[config.mk]
export PLATFORM = sky130hd
export DESIGN_NAME = dmem_ctrl
export DESIGN_NICKNAME = d
export VERILOG_FILES = /design/src/rtl/dmem_pkg.sv /design/src/rtl/dmem_timeout_cnt.sv /design/src/rtl/dmem_ctrl.sv
export SDC_FILE = /design/constraint.sdc
export NUM_CORES = 1
export LEC_CHECK = 0
export ABC_CLOCK_PERIOD_IN_PS = 9400
export CELL_PAD_IN_SITES_DETAIL_PLACEMENT = 0
export CELL_PAD_IN_SITES_GLOBAL_PLACEMENT = 2
export CORE_UTILIZATION = 28
export CTS_CLUSTER_DIAMETER = 120
export DETAILED_ROUTE_END_ITERATION = 16
export PLACE_DENSITY = 0.92
export REMOVE_ABC_BUFFERS = 1
export SYNTH_ARGS = -nofsm -noshare
export SYNTH_HDL_FRONTEND = slang
export SYNTH_SLANG_ARGS = --single-unit
export TNS_END_PERCENT = 100
[constraint.sdc]
create_clock -name clk -period 9.4 [get_ports clk]
set_clock_uncertainty 0.2 [all_clocks]
set_input_delay 0.94 -clock clk [delete_from_list [all_inputs] [get_ports clk]]
set_output_delay 0.94 -clock clk [all_outputs]
set_load 0.005 [all_outputs]
[src/rtl/dmem_pkg.sv]
// Shared definitions for the data-memory controller: FSM encoding,
// default error word and timeout counter width.
package dmem_pkg;

  // Width of the BUSY-cycle counter; TIMEOUT must fit in it (1..255).
  localparam int CNT_W = 8;

  // Value handed back to the datapath when a load times out.
  localparam logic [31:0] ERR_WORD_DEFAULT = 32'hDEADBEEF;

  typedef enum logic [1:0] {
    IDLE = 2'd0,
    BUSY = 2'd1,
    DONE = 2'd2
  } state_t;

endpackage

[src/rtl/dmem_timeout_cnt.sv]
// Clear/enable cycle counter that flags its terminal count (TIMEOUT-1),
// used to bound how long the controller waits for a memory ack.
module dmem_timeout_cnt
  import dmem_pkg::*;
#(
  parameter int TIMEOUT = 15
) (
  input  logic clk,
  input  logic reset,
  input  logic clear,
  input  logic enable,
  output logic tc
);

  localparam logic [CNT_W-1:0] TC_VAL = CNT_W'(TIMEOUT - 1);

  logic [CNT_W-1:0] count_reg;

  // Count BUSY cycles; clear has priority so every wait starts from zero.
  always_ff @(posedge clk or posedge reset) begin
    if (reset) begin
      count_reg <= '0;
    end else if (clear) begin
      count_reg <= '0;
    end else if (enable) begin
      count_reg <= count_reg + 1'b1;
    end
  end

  assign tc = (count_reg == TC_VAL);

endmodule

[src/rtl/dmem_ctrl.sv]
// Data-memory controller: turns datapath load/store requests into a
// req/ack handshake on an external memory, stalling the datapath while
// the access is outstanding and aborting after TIMEOUT cycles.
module dmem_ctrl
  import dmem_pkg::*;
#(
  parameter int          TIMEOUT  = 15,
  parameter logic [31:0] ERR_WORD = ERR_WORD_DEFAULT
) (
  input  logic        clk,
  input  logic        reset,
  input  logic        MemRead,
  input  logic        MemWrite,
  input  logic [31:0] ALUResult,
  input  logic [31:0] WriteData,
  output logic [31:0] ReadData,
  output logic        Stall,
  output logic        mem_req,
  output logic        mem_we,
  output logic [29:0] mem_addr,
  output logic [31:0] mem_wdata,
  input  logic        mem_ack,
  input  logic [31:0] mem_rdata,
  output logic        AlignErr,
  output logic        TimeoutErr
);

  state_t      state_reg;
  state_t      state_next;

  logic        request;
  logic        aligned;
  logic        issue;
  logic        misalign;
  logic        in_busy;
  logic        cnt_tc;

  logic        we_reg;
  logic        rd_reg;
  logic [29:0] addr_reg;
  logic [31:0] wdata_reg;
  logic [31:0] rdata_reg;
  logic        align_err_reg;
  logic        timeout_err_reg;

  assign request  = MemRead | MemWrite;
  assign aligned  = (ALUResult[1:0] == 2'b00);
  assign issue    = (state_reg == IDLE) && request && aligned;
  assign misalign = (state_reg == IDLE) && request && !aligned;
  assign in_busy  = (state_reg == BUSY);

  // Counter is held at zero outside BUSY so each wait starts fresh.
  dmem_timeout_cnt #(
    .TIMEOUT(TIMEOUT)
  ) u_timeout_cnt (
    .clk   (clk),
    .reset (reset),
    .clear (!in_busy),
    .enable(in_busy),
    .tc    (cnt_tc)
  );

  // State register; reset drops straight to IDLE, which also kills mem_req.
  always_ff @(posedge clk or posedge reset) begin
    if (reset) begin
      state_reg <= IDLE;
    end else begin
      state_reg <= state_next;
    end
  end

  // Next-state and handshake/stall outputs.
  always_comb begin
    state_next = state_reg;
    Stall      = 1'b0;
    mem_req    = 1'b0;
    case (state_reg)
      IDLE: begin
        if (issue) begin
          Stall      = 1'b1;
          state_next = BUSY;
        end
      end
      BUSY: begin
        Stall   = 1'b1;
        mem_req = 1'b1;
        if (mem_ack || cnt_tc) begin
          state_next = DONE;
        end
      end
      DONE: begin
        state_next = IDLE;
      end
      default: begin
        state_next = IDLE;
      end
    endcase
  end

  // Request capture, load data return and sticky error flags.
  always_ff @(posedge clk or posedge reset) begin
    if (reset) begin
      we_reg          <= 1'b0;
      rd_reg          <= 1'b0;
      addr_reg        <= '0;
      wdata_reg       <= '0;
      rdata_reg       <= '0;
      align_err_reg   <= 1'b0;
      timeout_err_reg <= 1'b0;
    end else begin
      if (issue) begin
        addr_reg  <= ALUResult[31:2];
        wdata_reg <= WriteData;
        we_reg    <= MemWrite;
        // A simultaneous read+write request is carried out as a store only.
        rd_reg    <= MemRead & ~MemWrite;
      end
      if (misalign) begin
        align_err_reg <= 1'b1;
      end
      if (in_busy) begin
        // Ack beats timeout when both land in the same cycle.
        if (mem_ack) begin
          if (rd_reg) begin
            rdata_reg <= mem_rdata;
          end
        end else if (cnt_tc) begin
          timeout_err_reg <= 1'b1;
          if (rd_reg) begin
            rdata_reg <= ERR_WORD;
          end
        end
      end
    end
  end

  assign mem_we     = we_reg & mem_req;
  assign mem_addr   = addr_reg;
  assign mem_wdata  = wdata_reg;
  assign ReadData   = rdata_reg;
  assign AlignErr   = align_err_reg;
  assign TimeoutErr = timeout_err_reg;

endmodule

==> results.py, run 1 <==
metrics = {
    "floorplan": {
        "ioPinCount": 200,
        "die_x_um": 127,
        "coreArea_mm2": 0.0153,
        "dieArea_mm2": 0.0162,
        "initial_core_util_pct": 28.7,
        "chipHeight_um": 127,
        "rows": 45,
    },
    "power_and_ir_drop": {
        "switchingPower_mw": 0.372,
        "combPwrFrac_pct": 30.1,
        "pwr-share-clk_pct": 26.5,
        "ir_worst_vdd_v": 0.0000946,
        "pwr-share-seq_pct": 43.4,
        "fin_total_pwr_mw": 1.46,
        "sw_frac_of_total_pct": 25.5,
        "power_density_mw_per_mm2": 212,
        "p_int_mw": 1.09,
        "leakage_nw": 2.81,
    },
    "drt": {
        "routed_wl_um": 11400,
        "dr.first_iter.drc_count": 156,
        "routedWlPerCell_um": 15.3,
        "drtAntennaViolNets": 0,
        "drc": 0,
        "via_count": 3426,
        "firstDrtPassIters": 4,
        "vias_per_cell": 4.59,
    },
    "final_layout": {
        "antenna_cells": 0,
        "final_core_util_pct": 45.1,
        "fin_cells": 746,
        "finish.instance_area_mm2": 0.00687,
        "layout_commonest_cell": "clkdlybuf4s50_1",
        "layout.nets": 633,
        "layout_common_cells": "clkdlybuf4s50_1, dfrtp_1, mux2_2",
        "area_delta_synth_final_pct": 56.8,
        "drive_above_1_share_pct": 19.8,
    },
    "global_route": {
        "first_global_vias": 3535,
        "grt_pass1_wl_um": 18300,
        "grt_max_degree": 67,
        "antenna_found_initial": 0,
        "overflow": 0,
        "track_usage_pct": 14.5,
    },
    "placement": {
        "io_buffers": 199,
        "routabilityCongestion": 0.716,
        "dp.final_hpwl_um": 7930,
        "dpl_cell_area_mm2": 0.00657,
        "dp_slack_ps": 5370,
        "dp_cells": 730,
    },
    "clock_network": {
        "clk_pin_slew_ps": 70,
        "numCtsBuffers": 9,
        "insertion_delay_ps": 340,
        "cts_hold_buf": 0,
        "h-tree-depth": 3,
        "cts.repair.resized": 0,
        "cts_buffer_depth": 2,
        "root_buffer": "clkbuf_16",
        "cts_sinks": 108,
        "cts_setup_buffers": 0,
        "cts_tree": "done",
    },
    "timing": {
        "setup_tns_ps": 0,
        "rsz0062_at_grt": "false",
        "timing.fmax_ghz": 0.254,
        "post-route-min-period_ps": 3940,
        "hold_violations": 0,
        "slew_violations": 0,
        "tightest_slew_ps": 1110,
        "whs_ps": 286,
        "max_slew_margin_pct": 25.7,
        "period_share_pct": 41.9,
        "setup_viol": 0,
        "final.setup.worst_slack_ps": 5460,
    },
    "hold_path": {
        "holdPathStages": 1,
        "hold_end": "AlignErr$_DFFE_PP0P_",
        "hp-start": "AlignErr$_DFFE_PP0P_",
        "hold_path_class": "reg -> reg",
    },
    "synthesis": {
        "synthAdderAreaFrac_pct": 0.571,
        "ys_types": 33,
        "synth_xor_xnor_area_share_pct": 0.599,
        "muxShareOfSynthArea_pct": 16.4,
        "synth_compound_area_share_pct": 11.8,
        "synth_top_cell_by_area": "dfrtp_1",
        "ys_top_cells_by_area": "dfrtp_1, mux2_2, a21oi_2, o22ai_1, nor2_1",
        "avgSynthCellArea_um2": 13.0,
        "netlist.area_leader.share_pct": 61.6,
        "synthCells": 336,
        "synth_top_family_by_area": "multiplexers",
        "yosysSeqAreaShare_pct": 61.6,
        "yosysWarnings": 0,
        "yosys_register_bits": 108,
        "synth-simple-area-share_pct": 6.16,
        "syn_area_mm2": 0.00438,
    },
    "worst_setup_path": {
        "crit_path_end_kind": "primary output",
        "arrival_ps": 2800,
        "reg2reg_to": "ReadData[7]$_DFFE_PP0P_",
        "required_ps": 8260,
        "crit_path_start_kind": "input pin",
        "r2r-start": "state_reg[1]$_DFFE_PP0P_",
        "rr_worst_depth": 3,
        "crit_start": "MemWrite",
        "ff2ff_setup_slack_ps": 7150,
        "critPathKind": "in -> out",
        "crit_fanout": 66,
    },
    "run_status": {
        "status": "complete, no violations",
    },
    "flow_run": {
        "cap_violations": 0,
    },
}
cells in the mapped netlist:
master and n:
a21oi_1 8, a21oi_2 20, a22oi_1 8, a31o_2 1, and2_1 1, and3b_1 1, and4b_1 1, buf_2 9
buf_6 2, clkbuf_1 9, clkinv_1 1, dfrtp_1 108, ha_1 2, inv_1 5, mux2_2 63, mux2i_1 1
nand2_1 10, nand2b_1 1, nand3_1 3, nand3b_1 1, nand4_1 1, nand4b_1 2, nor2_1 31, nor4_2 1
o211ai_1 1, o21ai_0 12, o21bai_1 1, o22ai_1 24, o31ai_1 1, or3_1 3, or4_1 1, xnor2_1 2
xor2_1 1
power by group through the flow:
stage	Sequential, mW	Clock (mW)	Combinational [mW]
final	0.633	0.387	0.438
after detailed placement	0.643	0	0.443
after global placement	0.636	0	0.438
after global routing	0.649	0.420	0.475
after CTS	0.636	0.400	0.446
after floorplan	0.641	0	0.151
layout make-up:
cell class / instances / area, um^2
clock buffers: 11 / 253
clock inverters: 5 / 50.0
fillers: 1397 / 8380
well taps: 211 / 264
inverters: 6 / 25.0
flip-flops and latches: 108 / 2700
repair buffers: 203 / 2020
multi-input cells: 202 / 1560
per-layer routing:
| layer | share of wire [%] | track usage (%) | vias up |
|---|---|---|---|
| met5 | 0 | 0 | - |
| met4 | 1.6 | 5.18 | 0 |
| met3 | 10 | 6.53 | 12 |
| met2 | 46 | 22.2 | 153 |
| met1 | 42 | 18.0 | 1683 |
| li1 | - | - | 1578 |
how the worst max path moves through the flow:
stage	slack (ps)	cells past startpoint	endpoint
after floorplan	3950	2	Stall
after global placement	5410	5	Stall
after detailed placement	5370	5	Stall
after CTS	5370	5	Stall
after global routing	5240	5	Stall
final	5460	5	Stall
worst max-delay path, cell delays in order:
cell             delay (ps)
clkdlybuf4s50_1         450
o211ai_1                180
buf_4                   650
nand2_1                 100
clkdlybuf4s50_1         470
logic make-up (layout without fill, tap and decap cells):
logic type,after synthesis,count (layout)
muxes,64,64
adders and majority gates,2,2
and+or+nand+nor,57,57
buffers and inverters,26,225
DFF,108,108
AOI/OAI and AO/OA,76,76
xor gates and xnor gates,3,3
No activity file was read; power rests on OpenSTA's default activity.
==> run 2, diff against run 1 <==
ABC_CLOCK_PERIOD_IN_PS = 3300   (was 9400)
CORE_UTILIZATION = 23   (was 28)
PLACE_DENSITY = 0.82   (was 0.92)
clock period = 3.3 ns   (was 9.4 ns; I/O delays follow)
==> results.py, run 2 (synthesis results as in run 1) <==
metrics = {
    "run_status": {
        "status": "complete, no violations",
    },
    "floorplan": {
        "ioPinCount": 200,
        "die_x_um": 140,
        "chipHeight_um": 140,
        "dieArea_mm2": 0.0196,
        "initial_core_util_pct": 23.4,
        "coreArea_mm2": 0.0187,
        "rows": 50,
    },
    "timing": {
        "final.setup.worst_slack_ps": 796,
        "slew_violations": 0,
        "post-route-min-period_ps": 2500,
        "setup_viol": 0,
        "whs_ps": 153,
        "period_share_pct": 75.9,
        "hold_violations": 0,
        "timing.fmax_ghz": 0.399,
        "rsz0062_at_grt": "false",
        "setup_tns_ps": 0,
        "max_slew_margin_pct": 37.8,
        "tightest_slew_ps": 933,
    },
    "worst_setup_path": {
        "arrival_ps": 1970,
        "crit_fanout": 12,
        "required_ps": 2770,
        "cp_cell_sequence": "nand2b_1 -> inv_1 -> and2_1 -> clkdlybuf4s50_1",
        "cpMaxStageDelayCell": "clkdlybuf4s50_1",
        "crit_path_end_kind": "primary output",
        "critPathKind": "reg -> out",
        "max_stage_delay_ps": 490,
        "crit_path_start_kind": "register",
    },
    "power_and_ir_drop": {
        "pwr-share-clk_pct": 26.8,
        "power_density_mw_per_mm2": 603,
        "ir_worst_vdd_v": 0.000241,
        "combPwrFrac_pct": 30.1,
        "switchingPower_mw": 1.11,
        "leakage_nw": 2.82,
        "p_int_mw": 3.08,
        "sw_frac_of_total_pct": 26.5,
        "pwr-share-seq_pct": 43.1,
    },
    "drt": {
        "via_count": 3414,
        "dr_wl_met3_um": 1150,
        "routed_wl_um": 11800,
        "wl_met1_um": 4960,
        "drc": 0,
        "dr.first_iter.drc_count": 90,
        "firstDrtPassIters": 6,
        "vias_per_cell": 4.42,
        "wl_met2_um": 5550,
        "drtAntennaViolNets": 0,
        "routedWlPerCell_um": 15.3,
        "dr.max_layer_used": "met4",
    },
    "placement": {
        "dp.final_hpwl_um": 8560,
        "io_buffers": 199,
        "routabilityCongestion": 0.735,
        "dp_slack_ps": 923,
    },
    "clock_network": {
        "insertion_delay_ps": 350,
        "cts.repair.resized": 0,
        "cts_sinks": 108,
        "cts_buffer_depth": 2,
        "numCtsBuffers": 9,
        "cts_setup_buffers": 0,
        "root_buffer": "clkbuf_16",
        "clk_pin_slew_ps": 70,
        "cts_tree": "done",
        "h-tree-depth": 3,
        "cts_hold_buf": 0,
    },
    "final_layout": {
        "layout_common_cells": "clkdlybuf4s50_1, dfrtp_1, mux2_2",
        "antenna_cells": 0,
        "area_delta_synth_final_pct": 58.4,
        "seq_area_mm2": 0.00270,
        "layout.nets": 636,
        "layout_commonest_cell": "clkdlybuf4s50_1",
        "drive_above_1_share_pct": 20.3,
        "multi_input_area_mm2": 0.00156,
        "fillers": 1781,
    },
    "flow_run": {
        "cap_violations": 0,
    },
    "hold_path": {
        "hold_path_class": "in -> async",
    },
    "global_route": {
        "grt_max_degree": 54,
        "antenna_found_initial": 0,
        "first_global_vias": 3739,
        "track_usage_pct": 12.8,
        "grt_pass1_wl_um": 19500,
        "overflow": 0,
    },
}
-- run 2: stage by stage --
step           power (mW)  utilization, %  instance area, um^2  instances
6_report             4.18            37.1                 6940        772
5_1_grt              4.45            37.1                 6940        772
4_1_cts              4.26            37.1                 6940        772
3_5_place_dp         3.10            35.5                 6640        756
3_3_place_gp         3.07            35.5                 6640        756
2_1_floorplan        2.26               -                 4280        316
-- run 2: path summary, 6_finish.rpt --
check                                                           from                         to  slack, ps  depth (start not counted)
min in group clk                                AlignErr$_DFFE_PP0P_       AlignErr$_DFFE_PP0P_        290                          1
worst max-delay path                        state_reg[1]$_DFFE_PP0P_                     mem_we        800                          4
worst min-delay path                                           reset  mem_wdata[20]$_DFFE_PP0P_        150                          2
worst min register to register                  AlignErr$_DFFE_PP0P_       AlignErr$_DFFE_PP0P_        290                          1
worst max register to register  u_timeout_cnt.count_reg[0]$_DFF_PP0_    ReadData[8]$_DFFE_PP0P_       1280                          5
max in group asynchronous                                      reset  mem_wdata[14]$_DFFE_PP0P_       2060                          3
-- run 2: routing by layer --
layer	up-vias	track usage, %
met4	0	4.63
met2	161	20.4
met5	-	0
li1	1593	-
met3	13	5.47
met1	1647	15.2
-- run 2: area by class of cell --
| type | count | area share (%) |
|---|---|---|
| Clock buffer | 9 | 3.24 |
| Clock inverter | 7 | 1.21 |
| Inverter | 6 | 0.360 |
| Multi-Input combinational cell | 202 | 22.4 |
| Sequential cell | 108 | 38.9 |
| Tap cell | 234 | 4.22 |
| Timing Repair Buffer | 206 | 29.6 |
-- run 2: power by group through the flow --
| stage | Clock [mW] | Combinational (mW) | Sequential [mW] |
|---|---|---|---|
| after floorplan | 0 | 0.430 | 1.83 |
| after global placement | 0 | 1.26 | 1.81 |
| after detailed placement | 0 | 1.27 | 1.83 |
| after CTS | 1.18 | 1.28 | 1.81 |
| after global routing | 1.23 | 1.37 | 1.85 |
| final | 1.12 | 1.26 | 1.80 |
-- run 2: critical path, delay by kind of cell (launching register included) --
kind                   cells  cell delay (ps)
buffers and inverters      2              690
and+or+nand+nor            2              510
DFF                        1              420
